<file path="src/rtl/wb_machine_timer.sv">
// RISC-V machine timer (mtime/mtimecmp) and software interrupt (msip) as a
// pipelined Wishbone B4 slave with one cycle of latency and a tear-free mtime read.
module wb_machine_timer #(
    parameter int          PRESC_WIDTH    = 8,
    parameter bit          RESET_EN       = 1'b1,
    parameter logic [63:0] MTIMECMP_RESET = 64'hFFFF_FFFF_FFFF_FFFF
) (
    input  logic        wb_clk_i,
    input  logic        wb_rst_i,
    input  logic        wb_cyc_i,
    input  logic        wb_stb_i,
    input  logic        wb_we_i,
    input  logic [31:0] wb_adr_i,
    input  logic [31:0] wb_dat_i,
    input  logic [3:0]  wb_sel_i,
    output logic        wb_stall_o,
    output logic        wb_ack_o,
    output logic [31:0] wb_dat_o,
    output logic        wb_err_o,
    output logic        mtip_o,
    output logic        msip_o
);

    localparam logic [2:0] OFF_MTIME_LO = 3'd0;
    localparam logic [2:0] OFF_MTIME_HI = 3'd1;
    localparam logic [2:0] OFF_CMP_LO   = 3'd2;
    localparam logic [2:0] OFF_CMP_HI   = 3'd3;
    localparam logic [2:0] OFF_CTRL     = 3'd4;
    localparam logic [2:0] OFF_MSIP     = 3'd5;

    logic [63:0]            mtime_q, mtime_d;
    logic [31:0]            shadow_q, shadow_d;
    logic [63:0]            cmp_q, cmp_d;
    logic                   en_q, en_d;
    logic [PRESC_WIDTH-1:0] presc_q, presc_d;
    logic [PRESC_WIDTH-1:0] pcnt_q, pcnt_d;
    logic                   msip_q, msip_d;
    logic                   ack_q, ack_d;
    logic                   err_q, err_d;
    logic [31:0]            dat_q, dat_d;
    logic                   mtip_q, mtip_d;

    logic        req, wr, rd, mapped, tick;
    logic [2:0]  off;
    logic [31:0] ctrl_rd, rd_data, ctrl_wr;

    logic unused_adr_bits;
    assign unused_adr_bits = &{1'b0, wb_adr_i[31:5], wb_adr_i[1:0]};

    function automatic logic [31:0] merge(input logic [31:0] old_v,
                                          input logic [31:0] new_v,
                                          input logic [3:0]  sel);
        logic [31:0] r;
        r = old_v;
        for (int b = 0; b < 4; b++) begin
            if (sel[b]) r[8*b +: 8] = new_v[8*b +: 8];
        end
        return r;
    endfunction

    assign req    = wb_cyc_i & wb_stb_i;
    assign wr     = req & wb_we_i;
    assign rd     = req & ~wb_we_i;
    assign off    = wb_adr_i[4:2];
    assign mapped = (off <= OFF_MSIP);
    assign tick   = en_q && (pcnt_q == presc_q);

    always_comb begin
        ctrl_rd                    = '0;
        ctrl_rd[0]                 = en_q;
        ctrl_rd[8 +: PRESC_WIDTH]  = presc_q;
    end

    assign ctrl_wr = merge(ctrl_rd, wb_dat_i, wb_sel_i);

    always_comb begin
        rd_data = '0;
        case (off)
            OFF_MTIME_LO: rd_data = mtime_q[31:0];
            OFF_MTIME_HI: rd_data = shadow_q;
            OFF_CMP_LO:   rd_data = cmp_q[31:0];
            OFF_CMP_HI:   rd_data = cmp_q[63:32];
            OFF_CTRL:     rd_data = ctrl_rd;
            OFF_MSIP:     rd_data = {31'b0, msip_q};
            default:      rd_data = '0;
        endcase
    end

    always_comb begin
        mtime_d  = tick ? mtime_q + 64'd1 : mtime_q;
        pcnt_d   = pcnt_q;
        shadow_d = shadow_q;
        cmp_d    = cmp_q;
        en_d     = en_q;
        presc_d  = presc_q;
        msip_d   = msip_q;
        if (en_q) pcnt_d = tick ? '0 : pcnt_q + 1'b1;

        // mtime writes start from the pre-tick value so a coincident tick is dropped
        if (wr) begin
            case (off)
                OFF_MTIME_LO: mtime_d = {mtime_q[63:32], merge(mtime_q[31:0], wb_dat_i, wb_sel_i)};
                OFF_MTIME_HI: begin
                    mtime_d  = {merge(mtime_q[63:32], wb_dat_i, wb_sel_i), mtime_q[31:0]};
                    shadow_d = merge(mtime_q[63:32], wb_dat_i, wb_sel_i);
                end
                OFF_CMP_LO:   cmp_d = {cmp_q[63:32], merge(cmp_q[31:0], wb_dat_i, wb_sel_i)};
                OFF_CMP_HI:   cmp_d = {merge(cmp_q[63:32], wb_dat_i, wb_sel_i), cmp_q[31:0]};
                OFF_CTRL: begin
                    en_d    = ctrl_wr[0];
                    presc_d = ctrl_wr[8 +: PRESC_WIDTH];
                    pcnt_d  = '0;
                end
                OFF_MSIP:     msip_d = wb_sel_i[0] ? wb_dat_i[0] : msip_q;
                default: ;
            endcase
        end
        if (rd && off == OFF_MTIME_LO) shadow_d = mtime_q[63:32];

        ack_d  = req & mapped;
        err_d  = req & ~mapped;
        dat_d  = (rd & mapped) ? rd_data : '0;
        mtip_d = (mtime_q >= cmp_q);
    end

    always_ff @(posedge wb_clk_i or posedge wb_rst_i) begin
        if (wb_rst_i) begin
            mtime_q  <= '0;
            shadow_q <= '0;
            cmp_q    <= MTIMECMP_RESET;
            en_q     <= RESET_EN;
            presc_q  <= '0;
            pcnt_q   <= '0;
            msip_q   <= 1'b0;
            ack_q    <= 1'b0;
            err_q    <= 1'b0;
            dat_q    <= '0;
            mtip_q   <= 1'b0;
        end else begin
            mtime_q  <= mtime_d;
            shadow_q <= shadow_d;
            cmp_q    <= cmp_d;
            en_q     <= en_d;
            presc_q  <= presc_d;
            pcnt_q   <= pcnt_d;
            msip_q   <= msip_d;
            ack_q    <= ack_d;
            err_q    <= err_d;
            dat_q    <= dat_d;
            mtip_q   <= mtip_d;
        end
    end

    // A master that abandons the cycle gets no response; writes have already landed
    assign wb_stall_o = 1'b0;
    assign wb_ack_o   = ack_q & wb_cyc_i;
    assign wb_err_o   = err_q & wb_cyc_i;
    assign wb_dat_o   = wb_ack_o ? dat_q : 32'd0;
    assign mtip_o     = mtip_q;
    assign msip_o     = msip_q;

endmodule

</file>
<file path="config.mk">
export PLATFORM = sky130hd
export DESIGN_NAME = wb_machine_timer
export DESIGN_NICKNAME = d
export VERILOG_FILES = /design/src/rtl/wb_machine_timer.sv
export SDC_FILE = /design/constraint.sdc
export NUM_CORES = 1
export LEC_CHECK = 0
export ABC_AREA = 1
export CORE_MARGIN = 2
export CORE_UTILIZATION = 64
export DETAILED_ROUTE_END_ITERATION = 10
export PLACE_DENSITY = 0.87
export SLEW_MARGIN = 20
export SYNTH_ARGS = -nofsm -noshare
export SYNTH_HDL_FRONTEND = slang
export SYNTH_SLANG_ARGS = --single-unit
</file>
<file path="constraint.sdc">
create_clock -name wb_clk_i -period 10.3 [get_ports wb_clk_i]
set_input_delay 1.545 -clock wb_clk_i [delete_from_list [all_inputs] [get_ports wb_clk_i]]
set_output_delay 1.545 -clock wb_clk_i [all_outputs]
set_load 0.005 [all_outputs]
</file>
==> flow_summary.ini, run 1 <==
[floorplan]
fp.dieW_um = 152
dieHeight_um = 152
die_area_um2 = 23100
core_area_um2 = 21700
start_util_pct = 64.7
row_count = 54
io_pins = 110

[logic_synthesis]
ys_ff_latch = 213
ys.warnings.count = 0
synth_area_um2 = 14000
syn_area_per_cell_um2 = 7.19
synth_edf_count = 0
synth_cell_type_count = 48
synth_flop_cell = dfrtp_1
netlist.area_leader.share_pct = 26.4
syn_nets = 2090
async_flop_share_pct = 100
synthCells = 1951
synthTopCellsByArea = dfrtp_1, nand2_1, dfstp_2
ys_seq_area_share_pct = 38.6
synth_top_area_cell = dfrtp_1

[timing]
rsz0062_at_grt = false
drv_slew = 0
worst-slew-pin-transition_ns = 1.02
fmax_mhz = 201
setup_viol = 0
skew_ns = 0.0162
finalCritPeriodShare_pct = 48.2
hold_viol_final = 0
setup_tns_ns = 0
relSlewSlack_pct = 31.8
fin_crit_ns = 4.97

[min_path]
hold_path.class = register to register
min_path_cells = 2
hold_end = cmp_q[57]
holdCritStartpoint = cmp_q[57]

[cells_and_area]
layout.nets = 2141
drive_gt1_share_pct = 9.01
stdcell_count = 2300
num_antenna_cells = 0
multiInputGateArea_um2 = 7150
nFillCells = 1736
syn_to_final_growth_pct = 12.6
seq_area_um2 = 5410

[routing]
drt_iter0_markers = 1711
drt-pass1-iter-count = 8
drc = 0
wl_mm = 47.7
highest_layer = met4
via_per_inst = 6.20
routed-wl-met2_mm = 20.6
via_count = 14300
ant_nets = 0
wl_per_cell_um = 20.7
route.met3.wl_mm = 6.05
met1_length_mm = 18.8

[setup_path]
critPathLaunchType = input pin
r2r-start = en_q
path_class = input pin to register
reg2reg_to = mtime_q[22]
critPathCaptureType = register
crit_arrival_ns = 5.39
rrSetupSlack_ns = 7.16
path_max_fanout = 42
worst_ep_required_time_ns = 10.72
r2r_cells = 12

[pwr]
p_leak_nw = 6.92
ir_drop_mv = 0.207
p_per_area_nw_per_um2 = 178

[run_status]
status = finished clean

[clock_tree]
clock_sinks = 213
cts_root_buf = clkbuf_16
ctsHoldBuffers = 0
clk_pin_slew_worst_paths_ns = 0.06
ctsHtreeMaxLevel = 1
clockBufferDepth = 3
numCtsBuffers = 25
tritoncts = done
clkLatencyLatePin_ns = 0.54
cts_setup_buffers = 0
post_cts_resize_count = 0

[global_routing]
grt_max_degree = 141
antenna_found_initial = 0
grt_pass1_wl_mm = 75.3
grt-ovfl-total = 0
grt.total_usage_pct = 40.8
grt_pass1_vias = 13800

[flow_run]
maxCapViolations = 0

[place]
port-buffer-count = 79
place_congestion = 1.09
post-dp-hpwl_mm = 34.7
dp.cells = 2255
## sequential cells by signal (all words and copies together) (netlist names)
register and flops:
mtip_o 1, ack_q 1, shadow_q 32, en_q 1
pcnt_q 8, dat_q 32, presc_q 8, err_q 1
mtime_q 64, cmp_q 64, msip_o 1
## per-layer routing
layer | GRT usage, % | vias to the layer above
met5 | 0 | -
met4 | 14.7 | 0
met3 | 9.24 | 186
met2 | 62.7 | 911
met1 | 57.2 | 6657
li1 | - | 6514
## report_power, final
group          internal [mW]  switching (mW)
clock network          0.528           0.368
logic                  0.263           0.465
registers               1.01           0.188
## placed cells by master (no fill, tap or decap), types with 3 or more instances in the layout
| cell type | count |
|---|---|
| clkbuf_16 | 25 |
| nor2_4 | 10 |
| xor2_1 | 16 |
| nand2_1 | 479 |
| a21oi_1 | 90 |
| dfstp_2 | 65 |
| nand3_2 | 3 |
| clkdlybuf4s50_1 | 79 |
| nor3_1 | 19 |
| clkbuf_1 | 5 |
| buf_4 | 10 |
| a31oi_1 | 13 |
| o21bai_1 | 4 |
| nor2_1 | 214 |
| o21ai_1 | 19 |
| o22ai_1 | 37 |
| o32ai_1 | 3 |
| nand2_2 | 7 |
| ha_1 | 66 |
| nand3_1 | 102 |
| dfrtp_1 | 148 |
| nand4_1 | 41 |
| clkinv_2 | 4 |
| inv_1 | 292 |
| o21ai_0 | 101 |
| xnor2_1 | 3 |
| a22oi_1 | 3 |
| o211ai_1 | 38 |
| a221oi_1 | 24 |
| nor3_4 | 3 |
| o221ai_1 | 29 |
| inv_2 | 23 |
| clkbuf_8 | 8 |
| nor2_2 | 12 |
## synthesized netlist by cell type (all sizes together), types with 5 or more instances
| cell | count |
|---|---|
| nand2 | 486 |
| inv | 316 |
| nor2 | 237 |
| dfrtp | 148 |
| o21ai | 122 |
| nand3 | 107 |
| a21oi | 90 |
| ha | 66 |
| dfstp | 65 |
| nand4 | 41 |
| o211ai | 38 |
| o22ai | 37 |
| buf | 35 |
| clkbuf | 30 |
| o221ai | 29 |
| a221oi | 24 |
| nor3 | 24 |
| xor2 | 16 |
| a31oi | 13 |
| o21bai | 5 |
## worst max-delay path, stage by stage
cell	delay, ns
clkdlybuf4s50_1	0.76
nor2_4	0.18
nand2_2	0.58
inv_2	0.05
buf_4	0.33
nor2_4	0.57
buf_4	0.53
inv_1	0.33
nor2_1	0.28
nand2_1	0.08
nand2_1	0.06
nor2_1	0.04
## metrics by stage
stage / hold slack (ns) / power, mW / cell area, um^2 / worst slack, ns / utilization, %
after CTS: 0.495 / 2.78 / 15800 / 5.57 / 72.8
after detailed placement: 0.484 / 1.89 / 15000 / 5.05 / 69.0
final: 0.497 / 2.82 / 15800 / 5.33 / 72.8
after global routing: 0.514 / 2.95 / 15800 / 5.30 / 72.8
after global placement: 0.478 / 1.85 / 15000 / 5.06 / 69.0
after floorplan: 0.464 / 1.63 / 14000 / 3.04 / -
## how the worst max path moves through the flow
stage,startpoint,end,depth (start not counted)
after floorplan,wb_rst_i,ack_q,1
after detailed placement,wb_adr_i[4],mtime_q[22],12
final,wb_adr_i[4],mtime_q[22],12
after CTS,wb_cyc_i,mtime_q[22],13
after global placement,wb_cyc_i,mtime_q[22],13
after global routing,wb_cyc_i,mtime_q[22],13
## logic make-up after synthesis
| kind of cell | count (synthesis) | synth area share, % |
|---|---|---|
| AND/OR/NAND/NOR | 903 | 27.7 |
| other | 1 | 0.0267 |
| AO/OA/AOI/OAI | 368 | 16.0 |
| adder cells (fa/ha/maj) | 66 | 5.88 |
| buffers and inverters | 381 | 10.6 |
| XOR/XNOR | 19 | 1.19 |
| flip-flops | 213 | 38.6 |
## final cells by class
type / instances / share of cell area, %
Inverter: 316 / 7.56
Sequential cell: 213 / 34.3
Timing Repair Buffer: 89 / 5.48
Clock buffer: 38 / 4.78
Multi-Input combinational cell: 1357 / 45.3
Tap cell: 280 / 2.22
Clock inverter: 7 / 0.428
Power figures use the tool's default switching activity.
==> run 2: changes to the inputs <==
Settings changed: CORE_UTILIZATION 64 to 54, PLACE_DENSITY 0.87 to 0.79.
Clock period 10.3 ns to 4 ns, I/O delays scaled along.
==> flow_summary.ini, run 2 (synthesis results as in run 1) <==
[clock_tree]
ctsHoldBuffers = 0
cts_root_buf = clkbuf_16
tritoncts = done
ctsHtreeMaxLevel = 1
clkLatencyLatePin_ns = 0.55
clk_pin_slew_worst_paths_ns = 0.06
cts_setup_buffers = 0
clock_sinks = 213
clockBufferDepth = 3
post_cts_resize_count = 0
numCtsBuffers = 25

[flow_run]
maxCapViolations = 0

[global_routing]
grt_pass1_wl_mm = 75.0
grt_max_degree = 168
grt_pass1_vias = 13300
grt-ovfl-total = 0
grt.total_usage_pct = 36.1
antenna_found_initial = 1

[routing]
drt-pass1-iter-count = 6
wl_mm = 48.7
ant_nets = 0
drt_iter0_markers = 1888
via_per_inst = 5.93
drc = 0
via_count = 14100
wl_per_cell_um = 20.5

[timing]
fmax_mhz = 361
setup_viol = 0
relSlewSlack_pct = 34.2
drv_slew = 0
hold_viol_final = 0
rsz0062_at_grt = false
fin_crit_ns = 2.77
skew_ns = 0.0271
worst-slew-pin-transition_ns = 0.987
finalCritPeriodShare_pct = 69.3
setup_tns_ns = 0

[cells_and_area]
seq_area_um2 = 5410
mostFrequentLayoutCells = nand2_1, inv_1, nor2_1
reg_top3 = cmp_q: 64 flops, mtime_q: 64 flops
syn_to_final_growth_pct = 14.4
mostFrequentLayoutCell = nand2_1
multiInputGateArea_um2 = 7150
nFillCells = 2320
num_antenna_cells = 0
layout.nets = 2160
drive_gt1_share_pct = 9.71

[setup_path]
rrSetupSlack_ns = 1.23
path_max_fanout = 19
r2r-start = en_q
critPathCaptureType = register
crit_arrival_ns = 3.19
worst_ep_required_time_ns = 4.42
reg2reg_to = mtime_q[35]
critPathLaunchType = register
path_class = register to register
r2r_cells = 10

[pwr]
clkPwrFrac_pct = 33.1
pwr-share-seq_pct = 41.8
p_leak_nw = 7.03
sw_frac_of_total_pct = 35.4
p_comb_share_pct = 25.1
ir_drop_mv = 0.455
p_int_mw = 4.77
p_switching_mw = 2.61
p_per_area_nw_per_um2 = 460
finalPower_mw = 7.39

[min_path]
holdCritStartpoint = cmp_q[11]
hold_path.class = register to register
hold_end = cmp_q[11]
min_path_cells = 2

[run_status]
status = finished clean

[place]
post-dp-hpwl_mm = 36.4
port-buffer-count = 79
place_congestion = 0.991

[floorplan]
die_area_um2 = 27300
core_area_um2 = 25800
io_pins = 110
dieHeight_um = 165
row_count = 59
fp.dieW_um = 165
start_util_pct = 54.5
## run 2: changes by cell type in the layout (fill, tap and decap cells not counted)
cell,previous run,this run
buf_12,0,1
buf_4,10,28
bufinv_16,1,4
clkbuf_1,5,8
clkbuf_8,8,5
clkinv_2,4,3
clkinv_4,1,0
clkinvlp_4,0,1
inv_8,1,0
nand2_1,479,480
nand2_2,7,6
## run 2: power by group through the flow
stage	Clock, mW	Sequential, mW	Combinational [mW]
after floorplan	0	2.90	1.30
after global placement	0	3.07	1.73
after detailed placement	0	3.09	1.80
after CTS	2.46	3.06	1.82
after global routing	2.55	3.12	2.09
final	2.45	3.08	1.86
## run 2: layout make-up
| type | instances | share of cell area, % |
|---|---|---|
| clock inverters | 8 | 0.896 |
| inverters | 316 | 7.41 |
| well taps | 335 | 2.61 |
| repair buffers | 108 | 6.36 |
| multi-input cells | 1357 | 44.5 |
| flip-flops and latches | 213 | 33.7 |
| clock buffers | 38 | 4.51 |
## run 2: worst max path at each step
| stage | start | depth (start not counted) | slack, ns | to |
|---|---|---|---|---|
| floorplan | wb_rst_i | 1 | 0.68 | ack_q |
| global placement | wb_adr_i[4] | 7 | 1.05 | dat_q[31] |
| detailed placement | wb_adr_i[4] | 7 | 1.01 | dat_q[31] |
| CTS | wb_cyc_i | 5 | 1.23 | wb_dat_o[11] |
| global route | en_q | 11 | 1.13 | mtime_q[35] |
| finish | en_q | 10 | 1.23 | mtime_q[35] |
## run 2: critical path, cell delays in order, from the launching register on
cell,delay (ns)
dfstp_2,0.68
inv_2,0.06
a21oi_1,0.11
nand3_1,0.19
nor2_4,0.49
buf_4,0.36
nand2_1,0.23
inv_2,0.19
nand3_1,0.08
nand3_1,0.14
o211ai_1,0.09
## run 2: through the flow
step                cells  hold slack, ns  instance area, um^2  worst slack, ns  utilization, %
floorplan            1951           0.464                14000            0.683               -
global placement     2329           0.477                15200             1.05            59.0
detailed placement   2329           0.483                15200             1.01            59.0
CTS                  2375           0.492                16100             1.23            62.3
global route         2375           0.513                16100             1.13            62.3
finish               2375           0.492                16100             1.23            62.3
## run 2: metal layers
metal | vias to the layer above | wire [um] | track usage (%)
met2 | 756 | 21500 | 55.3
met1 | 6662 | 20600 | 50.3
met5 | - | 9 | 0
met3 | 121 | 5130 | 9.29
met4 | 2 | 1510 | 10.9
li1 | 6535 | - | -
